===== config.mk =====
export PLATFORM = sky130hd
export DESIGN_NAME = uart_tx_arbiter
export DESIGN_NICKNAME = d
export VERILOG_FILES = /design/src/rtl/uart_tx_arbiter.sv
export SDC_FILE = /design/constraint.sdc
export NUM_CORES = 1
export LEC_CHECK = 0
export BUFFER_PORTS_ARGS = -buffer_cell sky130_fd_sc_hd__buf_2
export CORE_UTILIZATION = 25
export CTS_CLUSTER_DIAMETER = 60
export DETAILED_ROUTE_END_ITERATION = 10
export PLACE_DENSITY_LB_ADDON = 0.15
export SLEW_MARGIN = 20
export SYNTH_ARGS = -nofsm -noshare
export SYNTH_HDL_FRONTEND = slang
export SYNTH_SLANG_ARGS = --single-unit

===== constraint.sdc =====
create_clock -name clk -period 3 [get_ports clk]
set_input_delay 0.45 -clock clk [delete_from_list [all_inputs] [get_ports clk]]
set_output_delay 0.45 -clock clk [all_outputs]
set_load 0.02 [all_outputs]

===== src/rtl/uart_tx_arbiter.sv =====
// uart_tx_arbiter: round-robin scheduler that shares one uart_tx serializer
// between NREQ byte requesters. A winner's byte is accepted with a one-cycle
// req_ready pulse, launched with a one-cycle tx_send_en, and held on
// tx_data/tx_bps_set until uart_tx reports tx_done. The owner is then told with
// a one-cycle req_done pulse, and arbitration starts again.
//
// Optional build macro UART_TX_ARB_TIMEOUT_EN adds a WAIT watchdog. When it
// fires, timeout_err and req_done pulse together and the arbiter returns to
// IDLE. Without the macro, timeout_err is tied low and WAIT lasts until tx_done.
module uart_tx_arbiter #(
  parameter int NREQ        = 4,      // 2..8 requesters
  parameter int GUARD_CYC   = 4,      // tx_done ignored for this many WAIT cycles
  parameter int TIMEOUT_CYC = 65536   // WAIT watchdog limit in clk cycles
) (
  input  logic                clk,
  input  logic                rst_n,
  input  logic [NREQ-1:0]     req_valid,
  input  logic [8*NREQ-1:0]   req_data,
  output logic [NREQ-1:0]     req_ready,
  output logic [NREQ-1:0]     req_done,
  input  logic [2:0]          cfg_bps_set,
  output logic                tx_send_en,
  output logic [7:0]          tx_data,
  output logic [2:0]          tx_bps_set,
  input  logic                tx_done,
  output logic                busy,
  output logic [2:0]          grant_id,
  output logic                timeout_err
);

  typedef enum logic [0:0] {
    ST_IDLE = 1'b0,
    ST_WAIT = 1'b1
  } state_t;

  localparam logic [2:0]      RR_INIT   = 3'(NREQ - 1);
  localparam logic [15:0]     GUARD_LIM = 16'(GUARD_CYC);
  localparam logic [NREQ-1:0] ONE_HOT0  = NREQ'(1);

  state_t      state;
  logic [2:0]  rr_ptr;
  logic [15:0] guard_cnt;

  // Requests padded to 8 lanes so a 3-bit index always fits exactly.
  logic [7:0]  valid_pad;
  logic [63:0] data_pad;
  logic        any_valid;
  logic [2:0]  winner;
  logic [7:0]  winner_data;
  logic        done_ok;

  assign valid_pad   = 8'(req_valid);
  assign data_pad    = 64'(req_data);
  assign winner_data = data_pad[{winner, 3'b000} +: 8];
  assign done_ok     = tx_done && (guard_cnt >= GUARD_LIM);

  // Round-robin search: first pending requester after rr_ptr, with wrap.
  always_comb begin
    logic [3:0] idx;
    // NOTE: every variable gets a value before the loop, so no path leaves
    // one unassigned and no latch is inferred.
    any_valid = 1'b0;
    winner    = rr_ptr;
    idx       = '0;
    for (int k = 1; k <= NREQ; k++) begin
      idx = 4'(rr_ptr) + 4'(k);
      if (idx >= 4'(NREQ)) idx = idx - 4'(NREQ);
      if (!any_valid && valid_pad[idx[2:0]]) begin
        any_valid = 1'b1;
        winner    = idx[2:0];
      end
    end
  end

`ifdef UART_TX_ARB_TIMEOUT_EN
  localparam logic [16:0] TMO_LAST = 17'(TIMEOUT_CYC - 1);
  logic [16:0] tmo_cnt;
`else
  // No watchdog in this build.
  assign timeout_err = 1'b0;
`endif

  // Arbiter FSM with registered handshake and uart_tx outputs.
  always_ff @(posedge clk or negedge rst_n) begin
    if (!rst_n) begin
      state       <= ST_IDLE;
      rr_ptr      <= RR_INIT;
      guard_cnt   <= '0;
      req_ready   <= '0;
      req_done    <= '0;
      tx_send_en  <= 1'b0;
      tx_data     <= '0;
      tx_bps_set  <= '0;
      busy        <= 1'b0;
      grant_id    <= '0;
`ifdef UART_TX_ARB_TIMEOUT_EN
      tmo_cnt     <= '0;
      timeout_err <= 1'b0;
`endif
    end else begin
      // NOTE: non-blocking assignments for all state, so every register sees
      // the pre-edge values; the pulse outputs default low each cycle here.
      req_ready  <= '0;
      req_done   <= '0;
      tx_send_en <= 1'b0;
`ifdef UART_TX_ARB_TIMEOUT_EN
      timeout_err <= 1'b0;
`endif
      case (state)
        ST_IDLE: begin
          if (any_valid) begin
            tx_data    <= winner_data;
            tx_bps_set <= cfg_bps_set;
            grant_id   <= winner;
            rr_ptr     <= winner;
            req_ready  <= ONE_HOT0 << winner;
            tx_send_en <= 1'b1;
            guard_cnt  <= '0;
            busy       <= 1'b1;
            state      <= ST_WAIT;
`ifdef UART_TX_ARB_TIMEOUT_EN
            tmo_cnt    <= '0;
`endif
          end
        end
        ST_WAIT: begin
          // The guard covers uart_tx's send_en synchroniser, so a stale
          // tx_done from the previous frame cannot close this one.
          if (guard_cnt < GUARD_LIM) guard_cnt <= guard_cnt + 16'd1;
`ifdef UART_TX_ARB_TIMEOUT_EN
          tmo_cnt <= tmo_cnt + 17'd1;
`endif
          if (done_ok) begin
            req_done <= ONE_HOT0 << grant_id;
            busy     <= 1'b0;
            state    <= ST_IDLE;
          end
`ifdef UART_TX_ARB_TIMEOUT_EN
          else if (tmo_cnt == TMO_LAST) begin
            req_done    <= ONE_HOT0 << grant_id;
            timeout_err <= 1'b1;
            busy        <= 1'b0;
            state       <= ST_IDLE;
          end
`endif
        end
        default: state <= ST_IDLE;
      endcase
    end
  end

endmodule


==> metrics.log <==
[metrics] outcome: complete, no violations
[metrics] worst setup skew after layout: 0.00442 ns
[metrics] total routed wirelength: 4.59 mm
[metrics] slew at the pin closest to its max-slew limit: 0.554 ns
[metrics] clk slew on worst S/H paths: about 0.08 ns
[metrics] sequential-to-total area share from yosys stat: about half
[metrics] DIE HEIGHT: roughly 94 um
[metrics] total number of vias: around 1,500
[metrics] routability cong.: 0.774
[metrics] setup fix buffers added after clock tree synthesis: 0
[metrics] post-cts hold buffer count: 0
[metrics] Setup Total Neg Slack: 0 ns
[metrics] Critical Path End Type: flop
[metrics] die footprint: ~8800 um2
[metrics] number of sinks on the clock net: 43
[metrics] post-layout minimum cycle time: approximately 2.8 ns
[metrics] RSZ-0062 raised after global routing: false
[metrics] diode insertion count for antenna repair: 0
[metrics] remaining routing DRC violations: 0
[metrics] Inserted Clock Buffers: 5
[metrics] clock latency of the later-clocked register in the worst-skew pair: about 0.29 ns
[metrics] Critical Path Source Type: flop
[metrics] Synth Warn #: 0
[metrics] primary flip-flop cell chosen by synthesis mapping: dfrtp_1
[metrics] Post-synth EDFFs: 0
[metrics] arrival time at the worst endpoint: just under 3 ns
[metrics] Root Buffer Master: clkbuf_8
[metrics] number of cells traversed by the worst register-to-register path: 9
[metrics] register-to-register setup slack: around 0.24 ns
[metrics] floorplan die width: roughly 94 um
[metrics] Worst R2R Start: rr_ptr[1]$_DFFE_PN1P_
[metrics] Worst setup startpoint: rr_ptr[1]$_DFFE_PN1P_
[metrics] terminus of the critical flop-to-flop path: tx_data[7]$_DFFE_PN0P_
[metrics] core area: about 8200 um2
[metrics] GRT Resource Usage Total: 11.1%
[metrics] area of the mapped netlist: approximately 2100 um2
[metrics] via count of the first global-routing pass: ~1,500
[metrics] HP Class: in -> async
[metrics] highest metal layer with signal wires: met4
[metrics] Max Transition Viols Final: 0
[metrics] top fanout value on the critical path: 19
[metrics] length of the first detailed-routing pass in iterations: 4
[metrics] WL per Instance: between 10 and 15 um
[metrics] type of the worst setup path: reg -> reg
[metrics] port buffer count: 65
[metrics] wire length of the first global-routing pass: about 7.4 mm
[metrics] Layout Nets: between 200 and 300
[metrics] maximum buffer depth of the clock tree: 2
[metrics] I/O pin cnt: between 60 and 70
[metrics] average footprint of a synthesized cell: ~11 um2
[metrics] P per Cell Area: 1100 nW/um2
[metrics] number of flip-flops and latches in the synthesized netlist: between 40 and 50
[metrics] Post-Synthesis Net Count: 230
[metrics] placement-stage worst setup slack: between 0.2 and 0.25 ns
[metrics] number of hold violations in the final report: 0
[metrics] final HPWL from detailed placement: between 3 and 4 mm
[metrics] Peak VDD IR: 555 uV
[metrics] final-report setup violation count: 0
[metrics] Async SR Flop Fraction: between 90% and 100%
[metrics] Vias/cell: around 4.3
[metrics] leakage power summed over all cells: approximately 1.4 nW
[metrics] detailed route wirelength on metal3: between 150 and 200 um
[metrics] H-Tree Level Count: 2
[metrics] fraction of layout instances using a drive strength above 1: roughly 38%
[metrics] placement row count: 33
[metrics] Synth cell types: 46
[metrics] initial drt markers: 40
[metrics] met2 wirelength from detailed routing: ~2.3 mm
[metrics] signed area change from the synthesized netlist to the final layout: 26.7%
[metrics] final setup slack of the worst path: about 0.24 ns
[metrics] Period Utilization, post-route: between 90% and 100%
[metrics] total congestion overflow after global routing: 0
[metrics] Max Cap Viol: 0
[metrics] crit path to: tx_data[7]$_DFFE_PN0P_
[metrics] achievable frequency: around 360 MHz
[metrics] number of antenna violations at the first check in global routing: 0
[metrics] pin count of the biggest net entering global routing: 44
[metrics] effective utilization at floorplan: between 20% and 30%
[metrics] detailed-route wire length on metal 1: 2.12 mm
[metrics] post-cts resize count: 0
[metrics] Post-DRT Antenna Nets: 0
[metrics] relative slew slack: around 63%
[metrics] Gate Count Post-Synth: between 150 and 200
[metrics] clock tree from TritonCTS: done
[metrics] WP data required: about 3.2 ns
-- routing by layer --
| layer | global-route usage, % | vias to the layer above |
|---|---|---|
| met4 | 5.00 | 0 |
| met5 | 0 | - |
| met2 | 17.3 | 31 |
| met1 | 14.5 | 733 |
| li1 | - | 777 |
| met3 | 2.75 | 2 |
-- metrics by stage --
stage                     instances  hold slack [ns]  utilization [%]  power (mW)  cell area, um2
after global placement          349            0.457             31.0        2.45            2530
final                           357            0.144             32.7        2.95            2670
after floorplan                 184            0.154                -        2.10            2110
after global routing            357            0.179             32.7        3.18            2670
after CTS                       357            0.336             32.7        3.00            2670
after detailed placement        349            0.466             31.0        2.46            2530
-- registers in the layout, summed over array words and instances, names as in the netlist --
| register | flops |
|---|---|
| tx_data | 8 |
| grant_id | 3 |
| guard_cnt | 16 |
| tx_send_en | 1 |
| req_done | 4 |
| req_ready | 4 |
| rr_ptr | 2 |
| tx_bps_set | 3 |
| busy | 1 |
| state | 1 |
-- worst max-delay path, cell delays in order, from the launching register on --
cell      delay (ns)
dfstp_2         0.64
inv_1           0.08
ha_1            0.35
mux4_1          0.58
o21ai_2         0.10
o21ai_2         0.13
xnor2_4         0.17
buf_12          0.19
mux2i_1         0.28
o221ai_2        0.13
-- layout make-up --
type                    instances  area, um2
fillers                       861       5500
flip-flops and latches         43       1080
multi-input cells             123        920
repair buffers                 70        378
well taps                     105        131
clock buffers                   5       68.8
clock inverters                 3       67.6
inverters                       8       30.0
-- cells by family (layout without fill, tap and decap cells) --
group                    Yosys count  in the layout  share of synthesized area [%]
AND/OR/NAND/NOR                   66             66                           16.1
flip-flops                        43             43                           51.1
AO/OA/AOI/OAI                     28             28                           11.2
multiplexers                      22             22                           11.9
buffers and inverters             18             86                           5.51
adder cells (fa/ha/maj)            4              4                           2.37
XOR/XNOR                           2              2                           1.72
other                              1              1                          0.178
-- placed cells by master, fill, tap and decap left out, drive strengths merged --
cell / instances
a31oi: 1
mux4: 2
o21bai: 1
or2: 1
o31a: 1
o21ba: 1
dfrtp: 41
nor4: 4
nor2: 11
inv: 8
clkinvlp: 1
nor3b: 1
o21a: 2
or4: 1
o31ai: 2
o21ai: 6
ha: 4
nor4b: 1
nand2: 22
buf: 70
nand2b: 2
xnor2: 2
nand4: 2
a21boi: 1
o2bb2ai: 3
a21oi: 2
and2: 16
nand3: 2
bufinv: 2
clkbuf: 5
and3: 1
mux2i: 19
o221ai: 8
mux2: 1
nor2b: 2
dfstp: 2
conb: 1
-- Yosys cell counts (2+ instances only) --
library cell | n | area, um2
nand3_1 | 2 | 10.0
o31ai_2 | 2 | 25.0
nand2b_1 | 2 | 12.5
buf_6 | 2 | 22.5
nor2_1 | 11 | 41.3
dfrtp_1 | 41 | 1030
o21ai_2 | 2 | 17.5
o221ai_2 | 2 | 30.0
nor4_1 | 4 | 25.0
o2bb2ai_1 | 3 | 26.3
o21a_1 | 2 | 15.0
and2_1 | 16 | 100
ha_1 | 4 | 50.1
mux2i_1 | 19 | 190
o221ai_1 | 6 | 52.6
dfstp_2 | 2 | 52.6
nand4_1 | 2 | 12.5
inv_1 | 7 | 26.3
a21oi_1 | 2 | 10.0
nand2_1 | 21 | 78.8
buf_4 | 4 | 30.0
o21ai_0 | 3 | 15.0
nor2b_1 | 2 | 12.5
-- power breakdown --
group | internal [mW] | switching (mW) | total [mW]
Sequential | 0.749 | 0.104 | 0.853
Combinational | 0.699 | 0.871 | 1.57
Clock | 0.332 | 0.198 | 0.530
Total | 1.78 | 1.17 | 2.95
-- how the worst min path moves through the flow --
stage / endpoint / cells after the start / slack, ns / start
floorplan: busy$_DFFE_PN0P_ / 0 / 0.15 / rst_n
global placement: tx_bps_set[1]$_DFFE_PN0P_ / 2 / 0.46 / tx_bps_set[1]$_DFFE_PN0P_
detailed placement: tx_bps_set[1]$_DFFE_PN0P_ / 2 / 0.47 / tx_bps_set[1]$_DFFE_PN0P_
CTS: tx_bps_set[1]$_DFFE_PN0P_ / 3 / 0.34 / cfg_bps_set[1]
global route: guard_cnt[0]$_DFFE_PN0P_ / 1 / 0.18 / rst_n
finish: guard_cnt[0]$_DFFE_PN0P_ / 1 / 0.14 / rst_n
Note: power is estimated with default switching activity, not from simulation.
